`config.mk`:
```
export PLATFORM = sky130hd
export DESIGN_NAME = seq_bcd_7seg
export DESIGN_NICKNAME = d
export VERILOG_FILES = /design/src/rtl/bcd_pkg.sv /design/src/rtl/bcd_digit_to_seg.sv /design/src/rtl/seq_bcd_7seg.sv
export SDC_FILE = /design/constraint.sdc
export NUM_CORES = 1
export LEC_CHECK = 0
export CORE_AREA = 2 2 72 74
export DETAILED_ROUTE_END_ITERATION = 10
export DIE_AREA = 0 0 74 76
export GPL_ROUTABILITY_DRIVEN = 0
export PLACE_DENSITY = 0.69
export SLEW_MARGIN = 20
export SYNTH_ARGS = -nofsm -noshare
export SYNTH_HDL_FRONTEND = slang
export SYNTH_SLANG_ARGS = --single-unit
```
`constraint.sdc`:
```
create_clock -name clk -period 1.95 [get_ports clk]
set_clock_uncertainty 0.05 [all_clocks]
set_input_delay 0.195 -clock clk [delete_from_list [all_inputs] [get_ports clk]]
set_output_delay 0.195 -clock clk [all_outputs]
set_load 0.1 [all_outputs]
```
`src/rtl/bcd_pkg.sv`:
```
// bcd_pkg: shared FSM states, 7-segment glyphs and digit helpers for seq_bcd_7seg
package bcd_pkg;
   typedef enum logic [1:0] {IDLE, SHIFT, DONE} state_t;
   localparam logic [6:0] SEG_0     = 7'b0111111;
   localparam logic [6:0] SEG_1     = 7'b0000110;
   localparam logic [6:0] SEG_2     = 7'b1011011;
   localparam logic [6:0] SEG_3     = 7'b1001111;
   localparam logic [6:0] SEG_4     = 7'b1100110;
   localparam logic [6:0] SEG_5     = 7'b1101101;
   localparam logic [6:0] SEG_6     = 7'b1111101;
   localparam logic [6:0] SEG_7     = 7'b0000111;
   localparam logic [6:0] SEG_8     = 7'b1111111;
   localparam logic [6:0] SEG_9     = 7'b1101111;
   localparam logic [6:0] SEG_DASH  = 7'b1000000;
   localparam logic [6:0] SEG_BLANK = 7'b0000000;
   function automatic logic [3:0] add3(input logic [3:0] d);
      return d >= 4'd5 ? d + 4'd3 : d;
   endfunction
   function automatic logic [6:0] seg_of(input logic [3:0] d);
      case (d)
         4'd0: return SEG_0;
         4'd1: return SEG_1;
         4'd2: return SEG_2;
         4'd3: return SEG_3;
         4'd4: return SEG_4;
         4'd5: return SEG_5;
         4'd6: return SEG_6;
         4'd7: return SEG_7;
         4'd8: return SEG_8;
         4'd9: return SEG_9;
         default: return SEG_BLANK;
      endcase
   endfunction
endpackage

```
`src/rtl/bcd_digit_to_seg.sv`:
```
// bcd_digit_to_seg: one BCD digit to 7-segment pattern with blank/dash override and polarity
module bcd_digit_to_seg
   import bcd_pkg::*;
#(
   parameter int SEG_ACT_LOW = 1
) (
   input  logic [3:0] digit,
   input  logic       blank,
   input  logic       dash,
   output logic [6:0] seg
);
   logic [6:0] act;
   always_comb begin
      act = dash ? SEG_DASH : blank ? SEG_BLANK : seg_of(digit);
      seg = (SEG_ACT_LOW != 0) ? ~act : act;
   end
endmodule

```
`src/rtl/seq_bcd_7seg.sv`:
```
// seq_bcd_7seg: multi-cycle double-dabble binary-to-BCD converter with 7-segment outputs
module seq_bcd_7seg
   import bcd_pkg::*;
#(
   parameter int BIN_W       = 6,
   parameter int DIGITS      = 2,
   parameter int BLANK_LZ    = 1,
   parameter int SEG_ACT_LOW = 1
) (
   input  logic                  clk,
   input  logic                  rst_n,
   input  logic                  in_start,
   input  logic [BIN_W-1:0]      in_Bin,
   output logic                  out_busy,
   output logic                  out_done,
   output logic                  out_ovf,
   output logic [4*DIGITS-1:0]   out_bcd,
   output logic [7*DIGITS-1:0]   out_seg
);
   localparam int BW = 4 * DIGITS;
   localparam int CW = $clog2(BIN_W + 1);
   localparam logic [6:0] BLANK_OUT = (SEG_ACT_LOW != 0) ? 7'h7F : 7'h00;
   state_t              state_q, state_d;
   logic [BIN_W-1:0]    bin_q, bin_d;
   logic [BW-1:0]       acc_q, acc_d, adj;
   logic [CW-1:0]       cnt_q, cnt_d;
   logic                sticky_q, sticky_d;
   logic                busy_q, busy_d, done_q, done_d, ovf_q, ovf_d;
   logic [BW-1:0]       bcd_q, bcd_d;
   logic [7*DIGITS-1:0] seg_q, seg_d, seg_w;
   logic [DIGITS-1:0]   blank;
   always_comb begin
      logic any;
      any = 1'b0;
      adj = acc_q;
      blank = '0;
      for (int k = DIGITS - 1; k >= 0; k--) begin
         any = any | (|acc_q[4*k +: 4]);
         blank[k] = (BLANK_LZ != 0) && (k != 0) && !any;
         adj[4*k +: 4] = add3(acc_q[4*k +: 4]);
      end
   end
   for (genvar i = 0; i < DIGITS; i++) begin : g_seg
      bcd_digit_to_seg #(.SEG_ACT_LOW(SEG_ACT_LOW)) u_seg (
         .digit (acc_q[4*i +: 4]),
         .blank (blank[i]),
         .dash  (sticky_q),
         .seg   (seg_w[7*i +: 7])
      );
   end
   always_comb begin
      state_d  = state_q;
      bin_d    = bin_q;
      acc_d    = acc_q;
      cnt_d    = cnt_q;
      sticky_d = sticky_q;
      busy_d   = done_q ? 1'b0 : busy_q;
      done_d   = 1'b0;
      ovf_d    = ovf_q;
      bcd_d    = bcd_q;
      seg_d    = seg_q;
      case (state_q)
         IDLE: if (in_start) begin
            state_d  = SHIFT;
            bin_d    = in_Bin;
            acc_d    = '0;
            cnt_d    = '0;
            sticky_d = 1'b0;
            busy_d   = 1'b1;
         end
         SHIFT: begin
            {acc_d, bin_d} = {adj, bin_q} << 1;
            sticky_d = sticky_q | adj[BW-1];
            cnt_d    = cnt_q + 1'b1;
            if (cnt_q == CW'(BIN_W - 1)) state_d = DONE;
         end
         DONE: begin
            state_d = IDLE;
            done_d  = 1'b1;
            ovf_d   = sticky_q;
            bcd_d   = sticky_q ? '1 : acc_q;
            seg_d   = seg_w;
         end
         default: state_d = IDLE;
      endcase
   end
   always_ff @(posedge clk or negedge rst_n) begin
      if (!rst_n) begin
         state_q  <= IDLE;
         bin_q    <= '0;
         acc_q    <= '0;
         cnt_q    <= '0;
         sticky_q <= 1'b0;
         busy_q   <= 1'b0;
         done_q   <= 1'b0;
         ovf_q    <= 1'b0;
         bcd_q    <= '0;
         seg_q    <= {DIGITS{BLANK_OUT}};
      end else begin
         state_q  <= state_d;
         bin_q    <= bin_d;
         acc_q    <= acc_d;
         cnt_q    <= cnt_d;
         sticky_q <= sticky_d;
         busy_q   <= busy_d;
         done_q   <= done_d;
         ovf_q    <= ovf_d;
         bcd_q    <= bcd_d;
         seg_q    <= seg_d;
      end
   end
   assign out_busy = busy_q;
   assign out_done = done_q;
   assign out_ovf  = ovf_q;
   assign out_bcd  = bcd_q;
   assign out_seg  = seg_q;
endmodule

```
== Word-level counts from Yosys, hierarchy flattened ==
Memories as Yosys holds them, arrays and structs flattened.
Index checks and enable logic that the tools add are counted.
Word-level totals
  bits in read-only memories: 224
  RAM bits: 0
  flip-flop bits (word level): 45
  input port bits: 9
  output and inout bits: 25
  latch bits: 0
  logic and storage cells: 51
  memories kept: 2
Memory list
  (name not given): depth 16, bits a word 7, read ports 1, clocked after Yosys merged registers in 0, wr ports 0, line bcd_pkg.sv:20  | case (d)
  (name not given): depth 16, bits a word 7, read ports 1, clocked after Yosys merged registers in 0, wr ports 0, line bcd_pkg.sv:20
Cells by class
  $lt $le $gt $ge: 2
  multiplexer cells: 21
  equal/unequal tests: 5
  multipliers: 0
  divide/modulo/power cells: 0
  reductions and logical operators: 5
  shift-type cells: 0
  add/sub/neg operators: 3
  bitwise gates (word level): 3
Operators by type and width (count)
  $mux W7: 3
  $mux W8: 2
  $pmux W8 S2: 1
  $not A7 Y7: 2
  $pmux W6 S2: 1
  $add A4 B2 Y4 const B: 2
  $ge A4 B3 Y1 const B: 2
  $mux W4: 2
  $mux W6: 1
  $pmux W3 S2: 1
  $mux W1: 5
  $mux W2: 2
  $ne A2 B2 Y1 const B: 2
  $pmux W2 S2: 1
  $reduce_and A2 Y1: 2
  $reduce_or A4 Y1: 1
  $add A3 B1 Y3 const B: 1
  $eq A3 B3 Y1 const B: 1
  $mux W3: 1
  $eq A2 B1 Y1 const B: 1
  $eq A2 B2 Y1 const B: 1
  $logic_not A2 Y1: 1
  $pmux W1 S2: 1
  $reduce_bool A2 Y1: 1
  $or A1 B1 Y1: 1

== Logic depth before layout (Yosys ltp) ==
Gate-level depths: netlist of the first run.
  depth in word-level cells: 4
  depth in mapped cells: 5
  mapped depth without buffers: 5

== Hierarchy ==
A second synthesis of the first run with hierarchy kept.
Second synthesis, totals
  cells, all modules: 235
  area total of the unflattened synthesis: 2511.2 sq um
By module, submodules not included
  seq_bcd_7seg: area each 2078.2 sq um, times used 1, sequential area each 1143.6 sq um, cells an instance 181
  bcd_digit_to_seg: area each 216.5 sq um, times used 2, sequential area each 0.0 sq um, cells an instance 27

== Worst setup path after synthesis of the first run ==
OpenSTA, ideal clock, no wires.
  path kind: register to register
  start point: reg acc_q[4]
  end point: reg seg_q[13], in the netlist out_seg[13]
  library setup time: 0.086 ns
  path buffers: 0
  path slack: 0.521 ns
  arrival: 1.292 ns
  clock period less this slack: 1.429 ns
  cell stages (with the launch flop): 6
  data required time: 1.814 ns
  path through: dfrtp_1 inv_1 ha_1 or3b_1 a21oi_1 o41ai_1
On the way
  cells in the longest elaborated chain, start to end: 4
  elaborated cells on any way between the ends: 5
  those cells by class: mux (2); bitwise (1); reduce/logical (1); memory (1)
Ends and longest elaborated chain
  from (decl): line seq_bcd_7seg.sv:25  | logic [BW-1:0] acc_q, acc_d, adj;
  from (signal assigned): line seq_bcd_7seg.sv:91  | acc_q <= '0;
  from (signal assigned): line seq_bcd_7seg.sv:102  | acc_q <= acc_d;
  $mem_v2 Z16 W7 or $reduce_or A4 Y1 (tied branches)
  $mux W7 (*) (2 in series): line bcd_digit_to_seg.sv:14  | act = dash ? SEG_DASH : blank ? SEG_BLANK : seg_of(digit);
  $not A7 Y7 (*): line bcd_digit_to_seg.sv:15  | seg = (SEG_ACT_LOW != 0) ? ~act : act;
  to (signal assigned): line seq_bcd_7seg.sv:98  | seg_q <= {DIGITS{BLANK_OUT}};
  to (signal assigned): line seq_bcd_7seg.sv:109  | seg_q <= seg_d;
  to (decl): line seq_bcd_7seg.sv:30  | logic [7*DIGITS-1:0] seg_q, seg_d, seg_w;
Every way passes the cells marked *; elsewhere a longest branch is shown, timed or not.
A chain may end at the register's enable or synchronous reset.

== Final worst setup path of the first run ==
  start point: reg acc_q[0]
  end point: reg acc_q[4]
On the way
  cells in the longest elaborated chain, start to end: 3
  elaborated cells on any way between the ends: 4
  those cells by class: add/sub (1); order compare (1); mux (2)
Ends and longest elaborated chain
  $add A4 B2 Y4 or $ge A4 B3 Y1 (tied branches): line bcd_pkg.sv:17  | return d >= 4'd5 ? d + 4'd3 : d;
  $mux W4 (*): line bcd_pkg.sv:17
  $pmux W8 S2 (*): line seq_bcd_7seg.sv:62  | case (state_q)
Marks and branches as above.

==> impl_metrics.json, run 1 <==
{
  "syn_nets": 256,
  "yosysSeqAreaShare_pct": 48.11,
  "drive_above_1_share_pct": 23.60,
  "die_x_microns": 74,
  "ys_ff_latch": 45,
  "nets": 289,
  "synth_top_area_share_pct": 32.63,
  "grt_max_degree": 46,
  "crit_path_start_kind": "flop",
  "antenna_found_initial": 0,
  "synth_area_sq_mm": 0.002377,
  "crit_type": "flop to flop",
  "grt_pass1_wl_microns": 8052,
  "ys_warn_count": 0,
  "met3WireLength_microns": 138,
  "clock_sinks": 45,
  "reg2reg_from": "acc_q[0]",
  "cp_slowest_cell": "dfrtp_1",
  "r2r_cells": 5,
  "cts-root-buf": "clkbuf_8",
  "drt-met1-wl_microns": 2358,
  "synthToLayoutAreaGrowth_pct": 16.42,
  "final_cell_count_no_fill": 337,
  "drv_cap": 0,
  "finalInstanceArea_sq_mm": 0.002768,
  "fill_cells": 455,
  "status": "complete, no violations",
  "final_util_pct": 56.34,
  "cp_num_buf_inv": 1,
  "syn_inst": 234,
  "cp_top_family": "flip-flops",
  "multi_input_area_sq_mm": 0.001084,
  "routed-wl-met2_microns": 2066,
  "rows": 26,
  "finalSetupTns_ns": 0,
  "clk_pin_slew_ns": 0.08,
  "vias": 1754,
  "avgSynthCellArea_sq_um": 10.16,
  "cts_buffers": 5,
  "insertion_delay_ns": 0.30,
  "r2r_end": "acc_q[4]",
  "worst_slew_pin_slew_ns": 0.5639,
  "rrSetupSlack_ns": 0.35,
  "hp-start": "out_done",
  "grt_pass1_vias": 1702,
  "slowest_delay_ns": 0.49,
  "finalSetupViolations": 0,
  "dp_hpwl_microns": 3085,
  "synth_area_leaders": "dfrtp_1, dfstp_2, ha_1",
  "period_share_pct": 81.95,
  "wl_per_cell_microns": 13.72,
  "drtIter0Drc": 110,
  "io_pins": 34,
  "hold_violations": 0,
  "overflow": 0,
  "slew_headroom_pct": 62.41,
  "top_layer": "met4",
  "synth_top_area_cell": "dfrtp_1",
  "drv_slew": 0,
  "dieArea_sq_mm": 0.005624,
  "clockBufferDepth": 2,
  "place_inst": 329,
  "max_freq_mhz": 625.8,
  "htreeDepth": 2,
  "start_util_pct": 48.40,
  "rsz0062_at_grt": "false",
  "place_area_sq_mm": 0.002671,
  "critPathMaxFanout": 7,
  "antenna_cells": 0,
  "cts_setup_buffers": 0,
  "dr.pass1.iters": 4,
  "worstPathRequired_ns": 2.11,
  "coreArea_sq_mm": 0.004912,
  "end_kind": "flop",
  "cts_resized": 0,
  "track_usage_pct": 18.29,
  "drc": 0,
  "yosysUniqueCellTypes": 40,
  "routed_wl_microns": 4625,
  "hold_end": "out_busy",
  "hold_class": "flop to flop",
  "antenna_left": 0,
  "path_cells": "inv_1 > ha_1 > nor2b_1 > o21a_1 > o31ai_2",
  "fin_crit_ns": 1.598,
  "portBuffers": 33,
  "regArea_sq_mm": 0.001144,
  "viasPerCell": 5.205,
  "whs_path_depth": 1,
  "die_h_microns": 76,
  "cts_tree": "done",
  "cp_data_arrival_time_ns": 1.76
}
final cells by class:
type                    instances  area share, %
multi-input cells             161          39.15
repair buffers                 39          11.21
flip-flops and latches         45          41.32
clock buffers                   7          3.119
inverters                      15          2.034
well taps                      70          3.165
per-layer routing:
metal / vias up / GRT usage [%]
met2: 32 / 26.88
li1: 886 / -
met5: - / 0
met1: 830 / 26.53
met4: 0 / 7.818
met3: 6 / 2.910
sequential cells by signal, summed over array words and instances, names as in the netlist:
name,flops
out_seg,14
acc_q,8
out_bcd,8
bin_q,6
cnt_q,3
state_q,2
out_busy,1
out_done,1
out_ovf,1
sticky_q,1
cells in the mapped netlist (all sizes together):
library cell	n
o31ai	2
or2b	1
nand2	21
o21bai	1
o41ai	2
nor2b	4
nor3	1
o22ai	3
dfrtp	31
and3b	5
a41oi	1
and3	2
a2bb2oi	1
buf	13
a31oi	14
mux2	3
or3b	1
and2b	1
o211ai	4
a21oi	16
xnor2	3
nor3b	1
o2bb2ai	1
nor2	21
a22o	2
dfstp	14
nand2b	10
o2111ai	4
o21ai	15
o22a	5
a211oi	1
o21a	2
ha	13
inv	15
timing repair:
action	4_1_cts	5_1_grt
endpoints found under the hold margin	31	0
setup endpoints to repair	0	0
hold buffers	1	0
kinds of logic after synthesis:
kind of cell             after synthesis  share of synthesized area, %
flip-flops                            45                         48.10
adder cells (fa/ha/maj)               13                         6.842
multiplexers                           3                         1.421
buffers and inverters                 28                         6.316
AND/OR/NAND/NOR                       68                         15.21
XOR/XNOR                               3                         1.105
AO/OA/AOI/OAI                         74                         21.00
how the worst max path moves through the flow:
stage / from / endpoint / slack (ns) / depth (start not counted)
floorplan: acc_q[4] / out_seg[13] / 0.52 / 5
global placement: acc_q[4] / out_seg[13] / 0.40 / 5
detailed placement: acc_q[4] / out_seg[13] / 0.39 / 5
CTS: acc_q[0] / acc_q[4] / 0.37 / 5
global route: acc_q[5] / out_seg[13] / 0.25 / 5
finish: acc_q[0] / acc_q[4] / 0.35 / 5
through the flow:
step / worst slack (ns) / hold slack [ns]
finish: 0.3520 / 0.4105
global route: 0.2521 / 0.4334
CTS: 0.3715 / 0.4166
detailed placement: 0.3901 / 0.2644
global placement: 0.3984 / 0.2611
floorplan: 0.5215 / -0.1506
cells in the final DEF, fill, tap and decap left out, drive strengths merged, types with 3 or more instances in the layout:
| master | n |
|---|---|
| mux2 | 3 |
| nor2b | 4 |
| ha | 13 |
| nand2b | 10 |
| buf | 31 |
| clkbuf | 7 |
| nor2 | 21 |
| a31oi | 14 |
| clkdlybuf4s50 | 7 |
| o22ai | 3 |
| o22a | 5 |
| and3b | 5 |
| o2111ai | 4 |
| xnor2 | 3 |
| a21oi | 16 |
| o21ai | 15 |
| inv | 15 |
| dfrtp | 31 |
| o211ai | 4 |
| dfstp | 14 |
| nand2 | 21 |
Power of run 1 is not shown: default switching activity piles up to over one toggle a cycle in this logic, so the estimate is an artifact.
==> run 2, diff against run 1 <==
Settings changed: CORE_AREA 2 2 72 74 to 2 2 73 75, DIE_AREA 0 0 74 76 to 0 0 75 77, PLACE_DENSITY 0.69 to 0.7.
Clock period 1.95 ns to 1.3 ns, I/O delays scaled along.
==> run 2 against run 1 <==
- the flow now finishes with violations (setup timing)
- sequential share of layout area shrank 9.7 points
- cell count grew 12%
- via count grew 16%
- die area grew 2.7%
- largest cell class is now multi-input gates
- highest routed layer is now met5
==> impl_metrics.json, run 2 (synthesis gave the netlist of run 1 again) <==
{
  "crit_path_start_kind": "flop",
  "busiest_layer": "met2",
  "status": "finished, violations left",
  "cts_buffers": 5,
  "critPathMaxFanout": 4,
  "cp_top_family": "flip-flops",
  "final_util_pct": 72.95,
  "violations": "setup timing",
  "place_inst": 358,
  "end_kind": "flop",
  "worst_slew_pin_slew_ns": 0.4281,
  "rrSetupSlack_ns": -0.13,
  "clock_sinks": 45,
  "io_pins": 34,
  "hold_violations": 0,
  "slew_headroom_pct": 71.43,
  "rsz0062_at_grt": "true",
  "overflow": 0,
  "slowest_delay_ns": 0.45,
  "finalSetupTns_ns": -0.5353,
  "place_ws_ns": -0.1006,
  "clockBufferDepth": 2,
  "cts-root-buf": "clkbuf_8",
  "routed_wl_microns": 5728,
  "cts_tree": "done",
  "die_h_microns": 77,
  "dp_hpwl_microns": 3750,
  "antenna_left": 0,
  "r2r_cells": 5,
  "dieArea_sq_mm": 0.005775,
  "cp_slowest_cell": "dfrtp_2",
  "portBuffers": 33,
  "reg2reg_from": "acc_q[5]",
  "viasPerCell": 5.385,
  "synthToLayoutAreaGrowth_pct": 52.74,
  "nets": 328,
  "layout_common_cells": "buf_4, buf_12, dfrtp_1",
  "drv_cap": 0,
  "worstPathRequired_ns": 1.49,
  "regArea_sq_mm": 0.001150,
  "insertion_delay_ns": 0.30,
  "grtUsageMet3_pct": 4.468,
  "grt_pass1_vias": 1952,
  "finalWorstSetupSlack_ns": -0.1296,
  "r2r_end": "out_seg[11]",
  "final_cell_count_no_fill": 377,
  "crit_type": "flop to flop",
  "htreeDepth": 2,
  "fill_cells": 332,
  "dr.pass1.iters": 4,
  "drive_above_1_share_pct": 44.63,
  "final_common_cell": "buf_4",
  "drv_slew": 0,
  "vias": 2030,
  "wl_per_cell_microns": 15.19,
  "use_met1_pct": 26.72,
  "grt_pass1_wl_microns": 8956,
  "largest_reg_flops": 14,
  "drtIter0Drc": 174,
  "drc": 0,
  "finalSetupViolations": 11,
  "antenna_cells": 0,
  "fin_crit_ns": 1.430,
  "cp_data_arrival_time_ns": 1.62,
  "track_usage_pct": 20.03,
  "start_util_pct": 47.76,
  "path_cells": "buf_6 > ha_1 > nor2b_2 > mux2_4 > a21oi_2",
  "rows": 26,
  "grt_max_degree": 46,
  "die_x_microns": 75,
  "grtUsageMet2_pct": 31.58,
  "period_share_pct": 110.0,
  "cp_num_buf_inv": 1,
  "hold_class": "primary input to asynchronous set/reset pin",
  "antenna_found_initial": 1,
  "clk_pin_slew_ns": 0.08,
  "max_freq_mhz": 699.5,
  "coreArea_sq_mm": 0.004977,
  "multi_input_area_sq_mm": 0.001286
}
[run 2: cell types whose count changed in the layout (fill, tap and decap cells not counted), sizes merged]
cell	delta
and2b	+1
clkinv	+1
buf	+38
clkinvlp	+1
inv	-1
[run 2: area by class of cell]
class                   count  share of cell area, %
well taps                  70                  2.412
clock inverters             1                 0.2068
flip-flops and latches     45                  31.67
multi-input cells         162                  35.42
repair buffers             77                  26.43
clock buffers               7                  2.102
inverters                  15                  1.757
[run 2: how the worst max path moves through the flow]
| stage | startpoint | slack, ns | cells after the start | to |
|---|---|---|---|---|
| 2_1_floorplan | acc_q[4] | -0.04 | 5 | sticky_q |
| 3_3_place_gp | acc_q[4] | -0.07 | 5 | out_seg[13] |
| 3_5_place_dp | in_start | -0.10 | 5 | acc_q[7] |
| 4_1_cts | acc_q[5] | -0.10 | 5 | out_seg[13] |
| 5_1_grt | acc_q[4] | -0.19 | 5 | out_seg[13] |
| 6_report | acc_q[5] | -0.13 | 5 | out_seg[11] |
[run 2: layer usage]
layer	part of all wire [%]	wire, microns
met5	0.21	12
met3	3.7	210
met4	3.0	171
met2	50	2857
met1	43	2475
[run 2: timing repair]
| action | 4_1_cts | 5_1_grt |
|---|---|---|
| endpoints found under the hold margin | 45 | 0 |
| setup endpoints to repair | 13 | 24 |
| cloned | 0 | 1 |
| setup buffers | 4 | 6 |
| hold buffers | 1 | 0 |
| gates resized for setup | 16 | 34 |
| pin swaps | 15 | 11 |
[run 2: metrics by stage]
step / hold slack (ns) / cell area [sq um]
6_report: 0.2629 / 3631
4_1_cts: 0.2885 / 3456
3_3_place_gp: 0.07408 / 3266
5_1_grt: 0.3173 / 3631
2_1_floorplan: -0.2156 / 2416
3_5_place_dp: 0.07478 / 3266
[run 2: tightest hold or removal path, delay by kind of cell]
family,cells,cell delay (ns)
buffers and inverters,3,0.87
Power of run 2 is left out for the same reason.
==> run 3, diff against run 2 <==
Settings changed: CORE_AREA 2 2 73 75 to 2 2 60 91, DIE_AREA 0 0 75 77 to 0 0 62 93, SETUP_SLACK_MARGIN set to 0.2.
==> run 3 against run 2 <==
- the flow still finishes with violations (setup timing)
- critical endpoint is now acc_q[1]
- global-route usage is 4.2 points higher
- worst setup slack worse by 0.022 ns
- count of clock-buffer cells in the layout fell by 2
- wire length rose by 30%
- largest cell class unchanged
==> impl_metrics.json, run 3 (synthesis gave the netlist of run 1 again) <==
{
  "status": "finished, violations left",
  "violations": "setup timing",
  "drc": 0,
  "track_usage_pct": 24.24,
  "drive_above_1_share_pct": 62.39,
  "overflow": 0,
  "coreArea_sq_mm": 0.005005,
  "die_h_microns": 93,
  "final_common_cell": "buf_4",
  "rsz0062_at_grt": "true",
  "finalSetupTns_ns": -1.203,
  "insertion_delay_ns": 0.29,
  "io_pins": 34,
  "fill_cells": 241,
  "cp_data_arrival_time_ns": 1.55,
  "routed_wl_microns": 7464,
  "reg2reg_from": "acc_q[0]",
  "grt_pass1_wl_microns": 10610,
  "start_util_pct": 47.50,
  "slowest_delay_ns": 0.43,
  "r2r_cells": 6,
  "finalSetupViolations": 16,
  "dp_hpwl_microns": 3748,
  "vias": 2255,
  "end_kind": "flop",
  "finalWorstSetupSlack_ns": -0.1520,
  "endpoint": "acc_q[1]",
  "worst_slew_pin_slew_ns": 0.4030,
  "hold_violations": 0,
  "antenna_found_initial": 0,
  "dr.pass1.iters": 4,
  "path_cells": "inv_4 > ha_4 > nor2b_4 > buf_4 > o2111ai_2 > o211ai_1",
  "slew_headroom_pct": 73.13,
  "r2r_end": "acc_q[1]",
  "fin_crit_ns": 1.452,
  "viasPerCell": 5.709,
  "cts_tree": "done",
  "cp_slowest_cell": "dfrtp_2",
  "antenna_cells": 0,
  "crit_path_start": "acc_q[0]",
  "wl_per_cell_microns": 18.90,
  "crit_path_start_kind": "flop",
  "cts-root-buf": "clkbuf_8",
  "clock_sinks": 45,
  "clockBufferDepth": 2,
  "htreeDepth": 2,
  "crit_type": "flop to flop",
  "hold_class": "primary input to asynchronous set/reset pin",
  "drv_cap": 0,
  "period_share_pct": 111.7,
  "die_x_microns": 62,
  "cts_buffers": 5,
  "layout_common_cells": "buf_4, buf_12, nor2_1",
  "critPathMaxFanout": 5,
  "dieArea_sq_mm": 0.005766,
  "largest_reg_flops": 14,
  "drtIter0Drc": 83,
  "rrSetupSlack_ns": -0.15,
  "clk_pin_slew_ns": 0.09,
  "drv_slew": 0,
  "antenna_left": 0,
  "nets": 348,
  "max_freq_mhz": 688.7,
  "rows": 32,
  "grt_max_degree": 46,
  "synthToLayoutAreaGrowth_pct": 76.53,
  "grt_pass1_vias": 2304,
  "worstPathRequired_ns": 1.40,
  "portBuffers": 33
}
## run 3: cell count changes in the layout (fill, tap and decap cells not counted), sizes merged
cell / delta
bufinv: +1
clkinvlp: +1
buf: +18
## run 3: timing repair
| action | 4_1_cts | 5_1_grt |
|---|---|---|
| setup endpoints to repair | 58 | 58 |
| pin swaps | 27 | 18 |
| setup buffers | 24 | 7 |
| endpoints found under the hold margin | 31 | 0 |
| resized for setup | 56 | 42 |
| hold buffers | 1 | 0 |
| cloned | 2 | 2 |
## run 3: area by class of cell
class | count | area (sq um) | share of cell area [%]
clock buffers | 5 | 68.82 | 1.640
clock inverters | 3 | 41.29 | 0.9839
inverters | 15 | 70.07 | 1.670
multi-input cells | 162 | 1484 | 35.36
flip-flops and latches | 45 | 1195 | 28.47
well taps | 68 | 85.08 | 2.027
repair buffers | 97 | 1252 | 29.84
## run 3: worst min path at each step
stage	slack (ns)	from	cells after the start	end
final	0.27	rst_n	3	sticky_q
after floorplan	-0.22	rst_n	0	acc_q[0]
after CTS	0.30	rst_n	3	out_bcd[7]
after global routing	0.31	rst_n	3	bin_q[0]
after detailed placement	0.08	rst_n	2	bin_q[0]
after global placement	0.08	rst_n	2	out_busy
## run 3: per-layer routing
| layer | wire, microns | GRT usage [%] | share of wire (%) |
|---|---|---|---|
| met1 | 2629 | 27.98 | 35 |
| met2 | 4303 | 41.58 | 58 |
| met3 | 309 | 4.011 | 4.1 |
| met4 | 221 | 11.35 | 3.0 |
| met5 | 0 | 0 | 0 |
## run 3: metrics by stage
step	hold slack (ns)	util [%]	cell area, sq um	setup WS, ns	cells
floorplan	-0.2156	-	2564	-0.03592	234
global placement	0.07596	67.68	3387	-0.1085	351
detailed placement	0.07585	67.68	3387	-0.1431	351
CTS	0.3036	78.68	3938	-0.09126	386
global route	0.3104	83.85	4197	-0.2070	395
finish	0.2686	83.85	4197	-0.1520	395
## run 3: worst max-delay path: cells and delay by family (launching register included)
family / cells / cell delay (ns)
adders and majority gates: 1 / 0.15
and+or+nand+nor: 1 / 0.12
AOI/OAI and AO/OA: 2 / 0.34
DFF: 1 / 0.43
buffers and inverters: 2 / 0.20
Power of run 3 is left out for the same reason.
